File: src/rtl/instr_boot_loader.sv
// Boot-time loader: waits for a start marker, packs serial bytes big-endian into
// 32-bit words, writes them to instruction memory and releases the CPU on the end marker.
module instr_boot_loader #(
  parameter int          DEPTH      = 64,
  parameter int          ADDR_W     = 6,
  parameter logic [7:0]  START_BYTE = 8'hFE,
  parameter logic [31:0] END_WORD   = 32'hFFFF_FFFF
) (
  input  logic              clk_i,
  input  logic              reset,
  input  logic [7:0]        instr_i,
  input  logic              instr_valid_i,
  output logic              imem_we_o,
  output logic [ADDR_W-1:0] imem_addr_o,
  output logic [31:0]       imem_wdata_o,
  output logic              cpu_run_o,
  output logic [ADDR_W:0]   word_cnt_o,
  output logic              overflow_o,
  output logic              busy_o
);

  typedef enum logic [1:0] {
    ST_IDLE = 2'd0,
    ST_LOAD = 2'd1,
    ST_RUN  = 2'd2
  } state_e;

  localparam logic [ADDR_W:0] DEPTH_C = (ADDR_W+1)'(DEPTH);

  state_e              state_q;
  logic [1:0]          byte_idx_q;
  logic [23:0]         asm_q;
  logic                imem_we_q;
  logic [ADDR_W-1:0]   imem_addr_q;
  logic [31:0]         imem_wdata_q;
  logic                cpu_run_q;
  logic [ADDR_W:0]     word_cnt_q;
  logic                overflow_q;
  logic                busy_q;

  logic [31:0]         word_d;
  logic                room_d;

  function automatic logic is_end_word(input logic [31:0] w);
    return (w == END_WORD);
  endfunction

  // Word as it stands once the current byte is appended, and whether memory has space left.
  always_comb begin
    word_d = {asm_q, instr_i};
    room_d = (word_cnt_q < DEPTH_C);
  end

  // Loader sequencer with registered outputs.
  always_ff @(posedge clk_i or posedge reset) begin
    if (reset) begin
      state_q      <= ST_IDLE;
      byte_idx_q   <= 2'd0;
      asm_q        <= 24'd0;
      imem_we_q    <= 1'b0;
      imem_addr_q  <= '0;
      imem_wdata_q <= 32'd0;
      cpu_run_q    <= 1'b0;
      word_cnt_q   <= '0;
      overflow_q   <= 1'b0;
      busy_q       <= 1'b0;
    end else begin
      imem_we_q <= 1'b0;
      case (state_q)
        ST_IDLE: begin
          cpu_run_q <= 1'b0;
          if (instr_valid_i && (instr_i == START_BYTE)) begin
            state_q    <= ST_LOAD;
            busy_q     <= 1'b1;
            byte_idx_q <= 2'd0;
            asm_q      <= 24'd0;
          end else begin
            busy_q <= 1'b0;
          end
        end
        ST_LOAD: begin
          if (instr_valid_i) begin
            asm_q      <= word_d[23:0];
            byte_idx_q <= byte_idx_q + 2'd1;
            // End marker only counts on a word boundary; a full memory just drops data.
            if (byte_idx_q == 2'd3) begin
              if (is_end_word(word_d)) begin
                state_q   <= ST_RUN;
                busy_q    <= 1'b0;
                cpu_run_q <= 1'b1;
              end else if (room_d) begin
                imem_we_q    <= 1'b1;
                imem_addr_q  <= word_cnt_q[ADDR_W-1:0];
                imem_wdata_q <= word_d;
                word_cnt_q   <= word_cnt_q + {{ADDR_W{1'b0}}, 1'b1};
              end else begin
                overflow_q <= 1'b1;
              end
            end
          end
        end
        ST_RUN: begin
          cpu_run_q <= 1'b1;
          busy_q    <= 1'b0;
        end
        default: begin
          state_q   <= ST_IDLE;
          cpu_run_q <= 1'b0;
          busy_q    <= 1'b0;
        end
      endcase
    end
  end

  assign imem_we_o    = imem_we_q;
  assign imem_addr_o  = imem_addr_q;
  assign imem_wdata_o = imem_wdata_q;
  assign cpu_run_o    = cpu_run_q;
  assign word_cnt_o   = word_cnt_q;
  assign overflow_o   = overflow_q;
  assign busy_o       = busy_q;

endmodule

File: config.mk
export PLATFORM = sky130hd
export DESIGN_NAME = instr_boot_loader
export DESIGN_NICKNAME = d
export VERILOG_FILES = /design/src/rtl/instr_boot_loader.sv
export SDC_FILE = /design/constraint.sdc
export NUM_CORES = 1
export LEC_CHECK = 0
export CAP_MARGIN = 0
export CORE_ASPECT_RATIO = 1.1
export CORE_MARGIN = 10
export CORE_UTILIZATION = 30
export DETAILED_ROUTE_END_ITERATION = 10
export HOLD_SLACK_MARGIN = 0.03
export PLACE_DENSITY = 0.5
export SYNTH_ARGS = -nofsm -noshare
export SYNTH_HDL_FRONTEND = slang
export SYNTH_SLANG_ARGS = --single-unit
File: constraint.sdc
create_clock -name clk_i -period 3.5 [get_ports clk_i]
set_clock_uncertainty 0.15 [all_clocks]
set_input_delay 0.7 -clock clk_i [delete_from_list [all_inputs] [get_ports clk_i]]
set_output_delay 0.7 -clock clk_i [all_outputs]
set_load 0.02 [all_outputs]
=== Word level (Yosys, flattened, before mapping) ===
Index checks and enable logic that the tools add are counted.

* Bitwise operators: 3
* Add/subtract/negate cells: 2
* Reduce and logical (&&, ||, !) cells: 8
* Equality and inequality tests: 9
* Muxes and demuxes: 25
* Order comparisons: 1

{| class="wikitable"
|+ Operators by type and width
! cell !! count
|-
| two-way mux 24 bit || 2
|-
| one-hot mux 24 bit (2 select lines) || 1
|-
| equality test 32 bit, second input constant || 1
|-
| AND reduction 5 bit || 3
|-
| two-way mux 1 bit || 12
|-
| two-way mux 2 bit || 6
|-
| equality test 8 bit, second input constant || 1
|-
| != test 2 bit, second input constant || 4
|-
| adder 7 x 1 -> 7 bit, second input constant || 1
|-
| less-than comparator 7 bit, second input constant || 1
|-
| one-hot mux 2 bit (3 select lines) || 1
|-
| AND reduction 3 bit || 2
|-
| equality test 2 bit, second input constant || 2
|-
| one-hot mux 1 bit (2 select lines) || 2
|-
| one-hot mux 2 bit (2 select lines) || 1
|-
| NOT 1 bit || 3
|-
| adder 2 x 1 -> 2 bit, second input constant || 1
|-
| equality test 2 x 1 -> 1 bit, second input constant || 1
|-
| logical NOT 2 bit || 1
|-
| nonzero test 2 bit || 1
|-
| logical AND 1 bit || 1
|}

* Output and inout bits: 49
* Word-level logic and storage cells: 58
* Input bits: 11
* Flip-flop bits (word level): 77

=== Depth between registers and ports, before layout ===
Gate-level depths: netlist of run 1.

* Word-level depth: 6
* Depth in mapped cells: 8
* Gate-level depth less buffers: 7

=== Worst setup path before layout of run 1 ===
Ideal clock, no wire load.

* Path kind: input -> register
* From: input port instr_i[6]
* To: register imem_addr_q[0], in the netlist imem_addr_o[0]
* Library setup time: 125 ps
* Arrival time: 1776 ps
* Setup slack: 1449 ps
* Required time: 3225 ps
* Path buffers: 1
* Cell stages on the path: 6
* Cell sequence: nand4_1 > nor2_2 > nand4_4 > nand2_4 > buf_12 > mux2_4

* Cells in the longest elaborated chain, start to end: 3

{| class="wikitable"
|+ RTL lines
! what !! line !! RTL
|-
| start, declared || 11 || <nowiki>input logic [7:0] instr_i,</nowiki>
|-
| equality test 32 bit || 45 || <nowiki>return (w == END_WORD);</nowiki>
|-
| NOT 1 bit (no source line) || -- ||
|-
| AND reduction 5 bit (no source line) || -- ||
|-
| end signal, assigned || 93 || <nowiki>imem_addr_q <= word_cnt_q[ADDR_W-1:0];</nowiki>
|-
| end, declared || 34 || <nowiki>logic [ADDR_W-1:0] imem_addr_q;</nowiki>
|}

Every way passes these cells.
A chain may end at the register's enable or synchronous reset.

=== Final worst setup path of run 1 ===
* From: input port instr_i[7]
* To: register imem_wdata_q[9], in the netlist imem_wdata_o[9]

* Cells in the longest elaborated chain, start to end: 3

{| class="wikitable"
|+ RTL lines
! what !! line !! RTL
|-
| equality test 32 bit || 45 ||
|-
| NOT 1 bit (no source line) || -- ||
|-
| AND reduction 5 bit (no source line) || -- ||
|-
| end signal, assigned || 94 || <nowiki>imem_wdata_q <= word_d;</nowiki>
|-
| end, declared || 35 || <nowiki>logic [31:0] imem_wdata_q;</nowiki>
|}

Every way passes these cells.

==> impl_metrics.yaml, run 1 <==
clocking:
  clock_latency_ps: 330
  cts_max_level: 3
  cts_made_buffers: 9
  cts_root_buffer: "clkbuf_16"
  clock-sinks: 77
  cts_tree: "done"
  post_cts_buffers: 0
  holdBufCountCts: 0
  ctsResizeCount: 0
  cts_max_path_buffers: 2
  clk_pin_slew_worst_paths_ps: 60
worst_setup_path:
  crit_arrival_ps: 2720
  worstSetupPathType: "in -> reg"
  critPathRequiredTime_ps: 3570
  endpoint_kind: "register"
  start_kind: "primary input"
  cp_max_fo: 33
cells_and_area:
  final_cell_mix: "77 x dfrtp_1, 59 x clkdlybuf4s50_1, 57 x nand2_1, 38 x mux2_4, 27 x o21ai_1"
  drive_gt1_share_pct: 19.3
  area_growth_pct: 30.7
  diodes: 0
  fin_cells: 484
  final_common_cell: "dfrtp_1"
  fin_nets: 348
routing:
  drt-initial-drc-count: 73
  ant_nets: 0
  via_per_inst: 4.44
  drcViolationCount: 0
  wl_per_cell_um: 15.3
  first_pass_iters: 4
  wl_um: 7420
  vias: 2149
synth:
  ys.warnings.count: 0
  yosys_register_bits: 77
  synth_cells: 270
  seq_area_frac_synth_pct: 56.7
  syn_nets: 286
  synth.avg_cell_area_um2: 12.6
  synth.top_cell.area_share_pct: 56.7
  synth_area_um2: 3400
  yosys.area.top_type: "dfrtp_1"
  synth_area_leaders: "dfrtp_1 57%, mux2_4 17%, nand2_1 6.3%"
  synth_cell_types: 33
sta:
  min_period_over_period_pct: 75.7
  fmax_mhz: 377
  finalSetupTns_ps: 0
  worst_pin_slew_ps: 512
  hold_slack_ps: 307
  setup_violations: 0
  rsz0062_at_grt: "false"
  slew_violations: 0
  finalHoldViolCount: 0
  slew_headroom_pct: 65.8
  period_needed_ps: 2650
die:
  initial_core_util_pct: 30.9
  coreArea_um2: 11000
  die_w_um: 121
  die_height_um: 132
  rows: 40
  fp.dieArea_um2: 16000
  io_pins: 60
pwr:
  p_clk_share_pct: 49.2
  internal_power_mw: 1.49
  powerDensity_nw_per_um2: 426
  vdd_drop_max_mv: 0.183
  power_frac_comb_pct: 3.5
  pwr-share-seq_pct: 47.3
  p_switching_uw: 403
  leakage_nw: 2.05
  swShare_pct: 21.3
global_route:
  first_global_vias: 2260
  grtUsageTotal_pct: 9.80
  grt_overflow: 0
  grt_first_pass_wirelength_um: 12300
  grt_max_degree: 56
  antenna_found_initial: 0
placement:
  globalplace.congestion: 0.761
  hpwl_um: 5300
  dp.cells: 468
  port_buffers: 59
job:
  drv_cap: 0
hold_path:
  min_path_type: "reg -> reg"
outcome:
  outcome: "complete, no violations"
-- area by class of cell --
cell class | instances | area, um^2
fill | 1049 | 6570
clock buffer | 11 | 243
inverter | 5 | 18.8
timing repair buffer | 63 | 658
tap | 147 | 184
sequential | 77 | 1930
clock inverter | 5 | 58.8
multi-input combinational | 176 | 1360
-- metal layers --
metal  global-route usage (%)  up-vias  wire [um]
li1                         -     1056          -
met1                     12.1     1043       3290
met2                     15.1       39       3660
met3                     2.66       11        324
met4                     5.37        0        148
met5                        0        -          0
-- flip-flops by register name (all words and copies together) (netlist names) --
register / flops
byte_idx_q: 2
busy_o: 1
state_q: 2
overflow_o: 1
asm_q: 24
imem_we_o: 1
imem_wdata_o: 32
cpu_run_o: 1
imem_addr_o: 6
word_cnt_o: 7
-- per-stage QoR --
step                      instance area [um^2]  power (mW)  setup WS [ps]  utilization, %
after detailed placement                  4140       0.981            477            37.6
after CTS                                 4440        1.92            824            40.4
after floorplan                           3400       0.947            683               -
final                                     4440        1.89            849            40.4
after global routing                      4440        1.96            722            40.4
after global placement                    4140       0.980            501            37.6
-- worst paths after layout --
kind	from	endpoint	slack, ps	cells after the start
setup / recovery	instr_i[7]	imem_wdata_o[9]$_DFFE_PP0P_	850	7
hold / removal	overflow_o$_DFFE_PP0P_	overflow_o$_DFFE_PP0P_	310	1
setup reg to reg	state_q[1]$_DFFE_PP0P_	imem_wdata_o[9]$_DFFE_PP0P_	1010	8
hold reg to reg	overflow_o$_DFFE_PP0P_	overflow_o$_DFFE_PP0P_	310	1
max in group asynchronous	reset	asm_q[16]$_DFFE_PP0P_	1960	3
min in group asynchronous	reset	imem_we_o$_DFF_PP0_	590	2
-- kinds of logic after synthesis --
group                      after synthesis  share of synthesized area [%]
muxes                                   40                           17.4
AOI/OAI and AO/OA                       37                           6.15
DFF                                     77                           56.7
buffers and inverters                   17                           3.79
xor gates and xnor gates                 5                           1.29
and+or+nand+nor                         89                           12.8
adders and majority gates                5                           1.84
-- power groups by stage --
stage / Combinational, mW / Sequential (mW) / Clock (mW)
2_1_floorplan: 0.0345 / 0.912 / 0
3_3_place_gp: 0.0687 / 0.911 / 0
3_5_place_dp: 0.0693 / 0.911 / 0
4_1_cts: 0.0693 / 0.895 / 0.954
5_1_grt: 0.0761 / 0.895 / 0.991
6_report: 0.0666 / 0.895 / 0.930
-- Yosys cell counts (all sizes together) --
| cell type | count |
|---|---|
| nor3 | 2 |
| nand4 | 9 |
| and3 | 1 |
| nand2 | 58 |
| o31ai | 1 |
| nand3 | 6 |
| dfrtp | 77 |
| mux2 | 40 |
| nand2b | 1 |
| o21a | 1 |
| a211oi | 1 |
| o311a | 1 |
| ha | 5 |
| nor4 | 2 |
| or4 | 1 |
| o311ai | 1 |
| clkbuf | 8 |
| buf | 4 |
| inv | 5 |
| nor2 | 5 |
| xnor2 | 5 |
| a21o | 2 |
| nor2b | 2 |
| o211ai | 1 |
| o21ai | 29 |
| nand3b | 2 |
-- worst max-delay path, stage by stage --
cell and delay [ps]:
clkdlybuf4s50_1 540, nand4_1 190, nor2_2 260, nand4_4 170, nand2_4 210, buf_12 280
mux2_4 330
Power figures use the tool's default switching activity.
==> inputs of run 2 (changes only) <==
--- a/config.mk
+++ b/config.mk
@@ -11,7 +11,7 @@
 export CORE_UTILIZATION = 30
 export DETAILED_ROUTE_END_ITERATION = 10
 export HOLD_SLACK_MARGIN = 0.03
-export PLACE_DENSITY = 0.5
+export PLACE_DENSITY = 0.52
 export SYNTH_ARGS = -nofsm -noshare
 export SYNTH_HDL_FRONTEND = slang
 export SYNTH_SLANG_ARGS = --single-unit
==> constraint.sdc (replaced) <==
create_clock -name clk_i -period 2.2 [get_ports clk_i]
set_clock_uncertainty 0.15 [all_clocks]
set_input_delay 0.44 -clock clk_i [delete_from_list [all_inputs] [get_ports clk_i]]
set_output_delay 0.44 -clock clk_i [all_outputs]
set_load 0.02 [all_outputs]
==> run 2 against run 1 <==
  * Clock power increased by 43%
  * Register-to-register slack got worse by 860 ps
  * Via count increased by 4.5%
  * Setup slack got worse by 690 ps
  * Sequential cell count unchanged
  * Largest cell class unchanged
  * Die area unchanged
  * Utilization increased by 1.7 points
  * First-iteration DRC count increased by 44%
  * Sequential share of layout area decreased by 1.8 points
  * Total power increased by 52%
  * Combinational power increased by 80%
  * Cell count increased by 5.2%
==> impl_metrics.yaml, run 2 (same netlist as run 1, synthesis figures left out) <==
outcome:
  outcome: "complete, no violations"
placement:
  pre_cts_ws_ps: -215
  port_buffers: 59
  place_area_um2: 4370
  globalplace.congestion: 0.733
  hpwl_um: 5390
sta:
  finalSetupTns_ps: 0
  fmax_mhz: 489
  setup_violations: 0
  period_needed_ps: 2050
  rsz0062_at_grt: "false"
  min_period_over_period_pct: 93.0
  finalHoldViolCount: 0
  slew_headroom_pct: 72.5
  worst_pin_slew_ps: 412
  layout_setup_ws_ps: 155
  hold_slack_ps: 314
  slew_violations: 0
worst_setup_path:
  crit_arrival_ps: 2110
  cp_top_family: "simple AND/OR/NAND/NOR gates"
  r2r_cells: 6
  crit_chain: "nand4_1 > nor4_4 > nand4_4 > nand2_4 > buf_12 > mux2_4"
  cp_slowest_cell: "dfrtp_1"
  critPathRequiredTime_ps: 2260
  cp_num_buf_inv: 1
  endpoint_kind: "register"
  cpPeakStageDelay_ps: 410
  path_depth: 6
  start_kind: "register"
  worstSetupPathType: "reg -> reg"
  cp_max_fo: 17
clocking:
  cts_max_level: 3
  post_cts_buffers: 0
  clock-sinks: 77
  clk_pin_slew_worst_paths_ps: 60
  cts_root_buffer: "clkbuf_16"
  clock_latency_ps: 330
  holdBufCountCts: 0
  cts_made_buffers: 9
  ctsResizeCount: 0
  cts_tree: "done"
  cts_max_path_buffers: 2
die:
  coreArea_um2: 11000
  rows: 40
  initial_core_util_pct: 30.9
  die_w_um: 121
  die_height_um: 132
  fp.dieArea_um2: 16000
  io_pins: 60
routing:
  drt-initial-drc-count: 105
  first_pass_iters: 4
  vias: 2246
  wl_per_cell_um: 14.7
  drcViolationCount: 0
  ant_nets: 0
  wl_um: 7490
  via_per_inst: 4.41
global_route:
  grt_overflow: 0
  first_global_vias: 2398
  antenna_found_initial: 0
  grt_max_degree: 78
  grt_first_pass_wirelength_um: 12700
  grtUsageTotal_pct: 9.85
cells_and_area:
  final_common_cell: "dfrtp_1"
  final_cell_mix: "77 x dfrtp_1, 59 x clkdlybuf4s50_1, 57 x nand2_1, 38 x mux2_4, 27 x o21ai_1"
  diodes: 0
  fin_area_um2: 4630
  regArea_um2: 1930
  drive_gt1_share_pct: 25.1
  fin_nets: 374
  fillerInstances: 1066
  multi_input_area_um2: 1360
  area_growth_pct: 36.3
  largest_reg_flops: 32
job:
  drv_cap: 0
pwr:
  finalPower_mw: 2.87
  leakage_nw: 2.17
  powerDensity_nw_per_um2: 620
  vdd_drop_max_mv: 0.291
hold_path:
  hold_path_depth: 1
  min_path_type: "reg -> reg"
## run 2: per-stage QoR
| stage | cells | utilization [%] |
|---|---|---|
| 2_1_floorplan | 270 | - |
| 3_3_place_gp | 494 | 39.7 |
| 3_5_place_dp | 494 | 39.7 |
| 4_1_cts | 509 | 42.1 |
| 5_1_grt | 509 | 42.1 |
| 6_report | 509 | 42.1 |
## run 2: worst paths after layout
path / endpoint / startpoint / slack [ps]
worst max-delay path: imem_wdata_o[25]$_DFFE_PP0P_ / asm_q[15]$_DFFE_PP0P_ / 150
worst min-delay path: overflow_o$_DFFE_PP0P_ / overflow_o$_DFFE_PP0P_ / 310
worst max register to register: imem_wdata_o[25]$_DFFE_PP0P_ / asm_q[15]$_DFFE_PP0P_ / 150
worst min register to register: overflow_o$_DFFE_PP0P_ / overflow_o$_DFFE_PP0P_ / 310
max in group asynchronous: imem_wdata_o[5]$_DFFE_PP0P_ / reset / 1160
min in group asynchronous: imem_addr_o[5]$_DFFE_PP0P_ / reset / 410
## run 2: area by class of cell
cell class,instances,area share [%]
Timing Repair Buffer,89,19.0
Tap cell,147,3.97
Multi-Input combinational cell,176,29.3
Inverter,5,0.486
Sequential cell,77,41.6
Clock buffer,9,4.86
Clock inverter,6,0.864
## run 2: worst reg2reg max path: stages, from the launching register on
cell     delay, ps
dfrtp_1        410
nand4_1        230
nor4_4         340
nand4_4        150
nand2_4        140
buf_12         190
mux2_4         320
## run 2: routing by layer
metal / vias up / GRT usage [%] / wire length, um
li1: 1110 / - / -
met1: 1088 / 12.7 / 3390
met2: 40 / 14.6 / 3600
met3: 8 / 2.23 / 371
met4: 0 / 5.77 / 127
met5: - / 0 / 0
## run 2: report_power, final
part	internal, mW	switching [mW]	total [mW]
registers	1.42	0.00275	1.42
logic	0.0478	0.0718	0.120
clock network	0.756	0.573	1.33
